**config.mk**
```make
export PLATFORM = sky130hd
export DESIGN_NAME = sequence_controller
export DESIGN_NICKNAME = d
export VERILOG_FILES = /design/src/rtl/sequence_controller.sv
export SDC_FILE = /design/constraint.sdc
export NUM_CORES = 1
export LEC_CHECK = 0
export BUFFER_PORTS_ARGS = -buffer_cell sky130_fd_sc_hd__buf_2
export CAP_MARGIN = 25
export CORE_MARGIN = 3
export CORE_UTILIZATION = 47
export CTS_BUF_LIST = sky130_fd_sc_hd__clkbuf_16
export DETAILED_ROUTE_END_ITERATION = 12
export PLACE_DENSITY_LB_ADDON = 0.15
export SYNTH_ARGS = -nofsm -noshare
export SYNTH_HDL_FRONTEND = slang
export SYNTH_SLANG_ARGS = --single-unit
```
**constraint.sdc**
```tcl
create_clock -name clk -period 4 [get_ports clk]
set_input_delay 0.4 -clock clk [delete_from_list [all_inputs] [get_ports clk]]
set_output_delay 0.4 -clock clk [all_outputs]
set_load 0.01 [all_outputs]
```
**src/rtl/sequence_controller.sv**
```systemverilog
// rtl/sequence_controller.sv - instruction-cycle sequencer driving the T-state counter
// Walks fetch/indirect/execute/interrupt phases and commands the external sequence counter.
module sequence_controller (
  input  logic        clk,
  input  logic        reset,
  input  logic        start,
  input  logic [3:0]  seq_in,
  input  logic [15:0] ir_in,
  input  logic        exec_done,
  input  logic        ien,
  input  logic        fgi,
  input  logic        fgo,
  output logic        sc_inc,
  output logic        sc_clr,
  output logic [15:0] t,
  output logic [7:0]  d,
  output logic        i_bit,
  output logic        r_flag,
  output logic        running,
  output logic        seq_err
);

  typedef enum logic [2:0] {
    S_IDLE,
    S_FETCH,
    S_INDIRECT,
    S_EXECUTE,
    S_INTERRUPT,
    S_HALT
  } state_t;

  state_t      r_state;
  state_t      w_next_state;
  logic        r_sc_inc;
  logic        r_sc_clr;
  logic [7:0]  r_d;
  logic        r_i_bit;
  logic        r_r_flag;
  logic        r_seq_err;

  logic        w_clr;
  logic        w_clr_next;
  logic [7:0]  w_d;
  logic        w_i_bit;
  logic        w_r_flag;
  logic        w_seq_err;
  logic        w_counting;
  logic        w_running;

  // While a clear is in flight seq_in still holds the previous phase's count,
  // so T-state decisions are only taken once the counter has restarted.
  assign w_counting = ~r_sc_clr;

  always_comb begin
    w_next_state = r_state;
    w_clr        = 1'b0;
    w_d          = r_d;
    w_i_bit      = r_i_bit;
    w_r_flag     = r_r_flag;
    w_seq_err    = r_seq_err;
    case (r_state)
      S_IDLE, S_HALT: begin
        if (start) begin
          w_next_state = S_FETCH;
          w_seq_err    = 1'b0;
        end
      end
      S_FETCH: begin
        if (w_counting && seq_in == 4'd2) begin
          w_d     = 8'(8'h01 << ir_in[14:12]);
          w_i_bit = ir_in[15];
          if (ir_in[15] && ir_in[14:12] != 3'b111)
            w_next_state = S_INDIRECT;
          else
            w_next_state = S_EXECUTE;
        end
      end
      S_INDIRECT: begin
        if (w_counting && seq_in == 4'd3)
          w_next_state = S_EXECUTE;
      end
      S_EXECUTE: begin
        if (r_d[7] && !r_i_bit && ir_in == 16'h7001 && seq_in == 4'd3) begin
          w_next_state = S_HALT;
        end else if (exec_done) begin
          w_clr = 1'b1;
          if (ien && (fgi || fgo)) begin
            w_next_state = S_INTERRUPT;
            w_r_flag     = 1'b1;
          end else begin
            w_next_state = S_FETCH;
          end
        end else if (seq_in == 4'd15) begin
          w_next_state = S_IDLE;
          w_seq_err    = 1'b1;
        end
      end
      S_INTERRUPT: begin
        if (w_counting && seq_in == 4'd2) begin
          w_clr        = 1'b1;
          w_r_flag     = 1'b0;
          w_next_state = S_FETCH;
        end
      end
      default: begin
        w_next_state = S_IDLE;
      end
    endcase
  end

  // Counter commands are registered for the state being entered, so inc and clr stay exclusive.
  assign w_clr_next = w_clr || (w_next_state == S_IDLE) || (w_next_state == S_HALT);

  always_ff @(posedge clk) begin
    if (reset) begin
      r_state   <= S_IDLE;
      r_sc_inc  <= 1'b0;
      r_sc_clr  <= 1'b1;
      r_d       <= 8'h00;
      r_i_bit   <= 1'b0;
      r_r_flag  <= 1'b0;
      r_seq_err <= 1'b0;
    end else begin
      r_state   <= w_next_state;
      r_sc_inc  <= ~w_clr_next;
      r_sc_clr  <= w_clr_next;
      r_d       <= w_d;
      r_i_bit   <= w_i_bit;
      r_r_flag  <= w_r_flag;
      r_seq_err <= w_seq_err;
    end
  end

  assign w_running = (r_state == S_FETCH) || (r_state == S_INDIRECT) ||
                     (r_state == S_EXECUTE) || (r_state == S_INTERRUPT);

  assign running = w_running;
  assign t       = w_running ? 16'(16'h0001 << seq_in) : 16'h0000;
  assign sc_inc  = r_sc_inc;
  assign sc_clr  = r_sc_clr;
  assign d       = r_d;
  assign i_bit   = r_i_bit;
  assign r_flag  = r_r_flag;
  assign seq_err = r_seq_err;

endmodule

```
### After elaboration in Yosys (flattened, before gate mapping)

Index checks and enable logic that the tools add are counted.

| storage, ports and cells | value |
|---|---|
| register bits after elaboration | 16 |
| bits of input ports | 27 |
| output and inout bits | 30 |
| logic and storage cells | 76 |

| operators by class | value |
|---|---|
| eq/ne operators | 18 |
| shifts and indexed selects | 2 |
| muxes and demuxes | 25 |
| bitwise operators | 2 |
| reductions and logical operators | 22 |

Operators with widths:

| kind | count |
|---|---|
| 2-to-1 mux 3 bit | 8 |
| equality test 16 x 15 -> 1 bit (second input constant) | 1 |
| 2-to-1 mux 16 bit | 1 |
| << shifter 1 x 4 -> 16 bit (first input constant) | 1 |
| one-hot mux 3 bit (5 select lines) | 1 |
| inequality test 2 bit (second input constant) | 7 |
| 2-to-1 mux 1 bit | 12 |
| AND reduction 5 bit | 2 |
| equality test 3 bit (second input constant) | 3 |
| equality test 4 x 2 -> 1 bit (second input constant) | 2 |
| << shifter 1 x 3 -> 8 bit (first input constant) | 1 |
| logical AND 1 bit | 7 |
| equality test 3 x 2 -> 1 bit (second input constant) | 2 |
| logical NOT 3 bit | 2 |
| logical OR 1 bit | 6 |
| one-hot mux 1 bit (2 select lines) | 3 |
| equality test 4 bit (second input constant) | 1 |
| nonzero test 2 bit | 2 |
| equality test 3 x 1 -> 1 bit (second input constant) | 1 |
| inequality test 3 bit (second input constant) | 1 |
| inverter 1 bit | 2 |
| AND reduction 2 bit | 1 |
| OR reduction 2 bit | 1 |
| logical NOT 1 bit | 1 |

### Logic depth before layout (Yosys ltp)

Gate-level depths: netlist (run 1).

| logic depth | value |
|---|---|
| depth after elaboration | 10 |
| gate-level depth with buffers | 8 |
| mapped depth without buffers | 6 |

### Least setup slack after synthesis (run 1)

No wires, ideal clock.

| timing | value |
|---|---|
| path kind | reg-to-output |
| from | register r_state[1] |
| to | output t[8] |
| arrival | 1568 ps |
| data required time | 3600 ps |
| path slack | 2032 ps |
| stages on the path, launching flop included | 6 |
| path buffers | 1 |
| path through | dfxtp_1 clkbuf_1 nor2_1 xnor2_1 nand3b_1 nor3_1 |

| between the ends | value |
|---|---|
| cells in the longest elaborated chain, start to end | 5 |
| elaborated cells on any way between the ends | 8 |
| classes of those cells | eq/ne (4); mux (1); reduce/logical (3) |

RTL lines:

| element | RTL line | text |
|---|---|---|
| start: declaration | 32 | `state_t r_state;` |
| start signal: assignment | 124 | `r_state <= w_next_state;` |
| equality test 3 x 1 -> 1 bit / equality test 3 x 2 -> 1 bit (equally long branches) | 134 | `assign w_running = (r_state == S_FETCH) \|\| (r_state == S_INDIRECT) \|\|` |
| logical OR 1 bit (2 in a row) | 134 |  |
| logical OR 1 bit (*) | 135 | `(r_state == S_EXECUTE) \|\| (r_state == S_INTERRUPT);` |
| via running | 19 | `output logic running,` |
| 2-to-1 mux 16 bit (*) | 138 | `assign t = w_running ? 16'(16'h0001 << seq_in) : 16'h0000;` |
| end: declaration | 15 | `output logic [15:0] t,` |

The timed path passes the listed nets; every way through them passes the cells marked *.

### Worst setup path in the final report (run 1)

| timing | value |
|---|---|
| from | register r_state[1] |
| to | output t[8] |

| between the ends | value |
|---|---|
| cells in the longest elaborated chain, start to end | 5 |
| elaborated cells on any way between the ends | 8 |
| classes of those cells | eq/ne (4); mux (1); reduce/logical (3) |

RTL lines:

| element | RTL line |
|---|---|
| equality test 3 x 1 -> 1 bit / equality test 3 x 2 -> 1 bit (equally long branches) | 134 |
| logical OR 1 bit (2 in a row) | 134 |
| logical OR 1 bit (*) | 135 |
| 2-to-1 mux 16 bit (*) | 138 |

Mark *: on every way between the ends. The rest lies on a longest branch, timed or not.

==> results of run 1 <==
[final cells by class]
type | count | area [sq um]
repair buffers | 56 | 280
fillers | 184 | 629
clock buffers | 3 | 75.1
flip-flops and latches | 16 | 320
well taps | 27 | 33.8
clock inverters | 1 | 3.75
multi-input cells | 111 | 696
inverters | 1 | 3.75
[cells in the mapped netlist (all sizes together)]
master	n	share of area, %
a21bo	1	0.94
a21o	1	0.71
a21oi	14	6.6
a22oi	1	0.71
a31o	1	0.82
a31oi	2	1.2
and2	1	0.82
and3	1	0.59
and3b	1	0.82
buf	5	2.8
clkbuf	4	1.4
dfxtp	16	30
inv	1	0.35
nand2	14	4.9
nand2b	6	4.2
nand3	3	1.4
nand3b	5	3.5
nand4	1	0.59
nand4b	4	3.3
nand4bb	1	2.6
nor2	20	7.1
nor2b	4	2.3
nor3	5	2.3
nor4	3	2.9
nor4b	3	2.5
nor4bb	1	0.94
o211a	1	0.94
o211ai	4	3.3
o21ai	4	1.9
o41a	1	1.1
o41ai	1	0.82
or2	1	0.59
or4	3	2.5
xnor2	2	1.6
xor2	1	0.82
[layer usage]
| metal | routed length, um | global-route usage, % |
|---|---|---|
| met5 | 0 | 0 |
| met3 | 254 | 3.05 |
| met2 | 1210 | 31.8 |
| met1 | 1270 | 28.3 |
| met4 | 52 | 9.79 |
[sequential cells by signal, indices dropped and copies added (netlist names)]
register	flops
d	8
r_state	3
i_bit	1
r_flag	1
sc_clr	1
sc_inc	1
seq_err	1
[cells by family after synthesis]
| group | count (synthesis) | share of synthesized area (%) |
|---|---|---|
| AO/OA/AOI/OAI | 31 | 18.9 |
| AND/OR/NAND/NOR | 77 | 43.9 |
| flip-flops | 16 | 30.1 |
| buffers and inverters | 10 | 4.58 |
| XOR/XNOR | 3 | 2.47 |
[worst max-delay path: stages (launching register included)]
cell	delay [ns]
dfxtp_1	0.52
nor2_1	0.14
xnor2_1	0.35
nand3b_1	0.22
nor3_1	0.21
buf_2	0.17
[report_power, final]
part / total (mW) / internal [mW] / switching, mW
combinational: 0.0626 / 0.0276 / 0.0350
clock: 0.194 / 0.133 / 0.0615
sequential: 0.167 / 0.163 / 0.00430
total: 0.424 / 0.323 / 0.101
[worst max path at each step]
stage / cells after the start / start / slack, ns / endpoint
6_report: 5 / r_state[1] / 1.74 / t[8]
5_1_grt: 5 / r_state[1] / 1.59 / t[8]
4_1_cts: 5 / r_state[1] / 1.76 / t[8]
3_5_place_dp: 7 / ir_in[15] / 1.87 / sc_clr
3_3_place_gp: 7 / ir_in[15] / 1.89 / sc_clr
2_1_floorplan: 5 / r_state[1] / 2.03 / t[8]
[per-stage QoR]
step                instance area, sq um  total power, mW
floorplan                           1060            0.207
global placement                    1330            0.231
detailed placement                  1330            0.232
CTS                                 1410            0.429
global route                        1410            0.443
finish                              1410            0.424
==> summary.txt, run 1 <==
WHS Path Cells: 3
Cells after DPL: 211
Initial DRT Pass Iterations: 4
Flop2flop setup slack: 2.08 ns
Max-slew headroom: 68.2%
Crit path launch type: flop
CP arrival: 1.86 ns
DR DRC count: 0
CTS sink count: 16
FF-to-FF End: d[0]
Hold-fix buffers, CTS: 0
Width of the chip: 53.6 um
Fin crit period: 2.26 ns
Synthesized area: 0.00106 sq mm
Postcts setup bufs: 0
Crit path required time: 3.60 ns
Total CTS buffers: 3
Reg2reg path depth: 4
Detail Route Antenna Nets: 0
DR vias: 1,211
P_leak: 0.630 nW
Hold_ws: 0.432 ns
Mapped Cells: 137
R2R Path Start: r_state[0]
Crit-path max FO: 11
Worst Skew: 0.00271 ns
FF+latch count, synth: 16
Drt wl/cell: 12.9 um
Setup CP Type: flop to output port
Final WS setup: 1.74 ns
Core ar.: 0.00204 sq mm
Worst VDD drop: 0.290 mV
Reg clk slew, reported paths: 0.05 ns
Htree depth: 1
Longest Clk Path Bufs: 2
# resized after CTS: 0
Iteration-0 DRC Markers: 21
MaxCap Viol Count: 0
Final Hold Viols: 0
Commonest cells after routing, fill and taps aside: 56 x buf_2, 20 x nor2_1, 16 x dfxtp_1
Worst slack, placed: 1.87 ns
CTS root buffer: clkbuf_16
Ant diodes: 0
Setup crit end kind: output port
WHS Endpoint: i_bit
Commonest non-fill, non-tap cell in the layout: buf_2
Post-DP HPWL: 2140 um
Die Ht: 53.6 um
Worst-Skew Late Latency: 0.25 ns
Pin count of the biggest net entering global routing: 16
Post-synthesis sequential area ratio: 30.1%
Tightest Pin Transition: 0.476 ns
Syn Nets: 164
Vias in the first global route: 1,045
CTS tree: yes
Final net count: 216
Via/cell ratio: 5.63
Congestion Overflow GR: 0
Area growth from synthesis to layout: 32.7%
# setup viols final: 0
Final Max Slew Viols: 0
RSZ-0062 raised after global routing: no
Final TNS setup: 0 ns
Fmax: 443 MHz
Synthesis warning total: 0
# rows: 16
Die area: 0.00287 sq mm
Synth Area per Inst: 7.77 sq um
Core Util, Final: 69.2%
RD Place Congestion: 0.842
HP Class: primary input to flop
PwrDens: 300 mW/mm^2
First-pass GRT wire length: 4460 um
Boundary Pins: 57
Buffers on Ports: 56
Final non-filler cell total: 215
Outcome: finished clean
HP Start: ir_in[15]
Gr usage total: 20.7%
Number of distinct library cells after synthesis: 41
Layout cells sized above 1: 36.2%
Initial Util: 52.1%
Post-route clock period utilization: 56.4%
Antenna violations before repair: 0
Routed WL: 2780 um
(Power assumes the default switching activity.)
==> inputs of run 2 (changes only) <==
Settings changed: CORE_UTILIZATION 47 to 44.
Clock period 4 ns to 2.3 ns, I/O delays scaled along.
==> summary.txt, run 2 (same netlist as run 1, synthesis figures left out) <==
Largest register FFs: 8
Crit-path slowest cell: dfxtp_1
Buffers on Ports: 56
Flop2flop setup slack: 0.36 ns
CP arrival: 1.85 ns
Fillers: 223
Worst VDD drop: 0.569 mV
Postcts setup bufs: 0
Hold-fix buffers, CTS: 0
Delay-heaviest family, CP: simple AND/OR/NAND/NOR gates
Layout cells sized above 1: 36.5%
Reg clk slew, reported paths: 0.05 ns
DR vias: 1,184
Via/cell ratio: 5.46
Ant diodes: 0
# resized after CTS: 0
HP Class: primary input to flop
Die area: 0.00305 sq mm
FF-to-FF End: sc_clr
# setup viols final: 0
Die Ht: 55.2 um
Htree depth: 1
CTS sink count: 16
CP peak stage delay: 0.51 ns
Commonest cells after routing, fill and taps aside: 56 x buf_2, 20 x nor2_1, 16 x dfxtp_1
Longest Clk Path Bufs: 2
Antenna violations before repair: 0
Fin crit period: 2.08 ns
Worst-Skew Late Latency: 0.25 ns
Setup CP Type: flop to output port
Core Util, Final: 63.0%
Cell Chain, Critical Path: nor2_1 -> xnor2_1 -> nand3_1 -> nor3_1 -> buf_2
Final Max Slew Viols: 0
Iteration-0 DRC Markers: 27
Final Hold Viols: 0
HP Start: ir_in[15]
First-pass GRT wire length: 4050 um
Outcome: finished clean
Crit-path max FO: 11
Initial DRT Pass Iterations: 4
Crit path required time: 2.07 ns
Congestion Overflow GR: 0
Initial Util: 47.2%
Crit path launch type: flop
P_leak: 0.634 nW
Area growth from synthesis to layout: 33.5%
Final net count: 217
CP Buf/Inv Count: 1
# rows: 17
Drt wl/cell: 12.9 um
Pin count of the biggest net entering global routing: 16
Worst Skew: 0.00224 ns
RD Place Congestion: 0.903
Max-slew headroom: 70.0%
MaxCap Viol Count: 0
Total CTS buffers: 3
Tightest Pin Transition: 0.449 ns
DR DRC count: 0
PwrDens: 522 mW/mm^2
Routed WL: 2800 um
Met1 usage: 22.1%
Worst slack, placed: 0.288 ns
CTS tree: yes
Vias in the first global route: 946
Final WS setup: 0.224 ns
Fmax: 482 MHz
GR Util met2: 31.1%
Core ar.: 0.00225 sq mm
GRT busiest layer: met2
Reg2reg path depth: 6
Detail Route Antenna Nets: 0
RSZ-0062 raised after global routing: no
WHS Endpoint: i_bit
Width of the chip: 55.2 um
Boundary Pins: 57
Final TNS setup: 0 ns
R2R Path Start: d[7]
Post-route clock period utilization: 90.2%
Post-DP HPWL: 2160 um
CTS root buffer: clkbuf_16
WHS Path Cells: 3
Gr usage total: 19.0%
Setup crit end kind: output port
Commonest non-fill, non-tap cell in the layout: buf_2
M3 GR Usage: 5.63%
run 2: cell count changes in the layout (fill, tap and decap cells not counted):
cell   delta
buf_4     +1
run 2: power breakdown:
| part | total, mW | internal (mW) | switching [mW] |
|---|---|---|---|
| logic | 0.110 | 0.0481 | 0.0620 |
| clock network | 0.341 | 0.231 | 0.110 |
| registers | 0.291 | 0.283 | 0.00723 |
run 2: through the flow:
| step | area (sq um) | power (mW) | hold WS, ns | cells |
|---|---|---|---|---|
| floorplan | 1060 | 0.361 | 0.302 | 137 |
| global placement | 1340 | 0.401 | 0.438 | 213 |
| detailed placement | 1340 | 0.405 | 0.444 | 213 |
| CTS | 1420 | 0.749 | 0.254 | 217 |
| global route | 1420 | 0.771 | 0.262 | 217 |
| finish | 1420 | 0.741 | 0.253 | 217 |
run 2: final cells by class:
cell class	instances	area (sq um)	area share, %
clock buffer	3	75.1	5.28
clock inverter	1	3.75	0.264
inverter	1	3.75	0.264
multi-input combinational	111	696	48.9
sequential	16	320	22.5
tap	28	35.0	2.46
timing repair buffer	57	288	20.2
run 2: worst max path at each step:
stage | from | to | depth (start not counted)
3_5_place_dp | ir_in[1] | sc_clr | 7
3_3_place_gp | ir_in[1] | sc_clr | 7
4_1_cts | r_state[1] | t[12] | 5
2_1_floorplan | d[7] | sc_clr | 6
5_1_grt | r_state[1] | t[8] | 5
6_report | r_state[1] | t[12] | 5
run 2: metal layers:
metal,wire length [um],vias to the layer above
li1,-,607
met4,50,0
met2,1240,56
met5,0,-
met3,322,5
met1,1190,516
run 2: tightest hold or removal path, cell delays in order:
cell and delay [ns]:
buf_2 0.12, nand2_1 0.06, a21oi_1 0.05
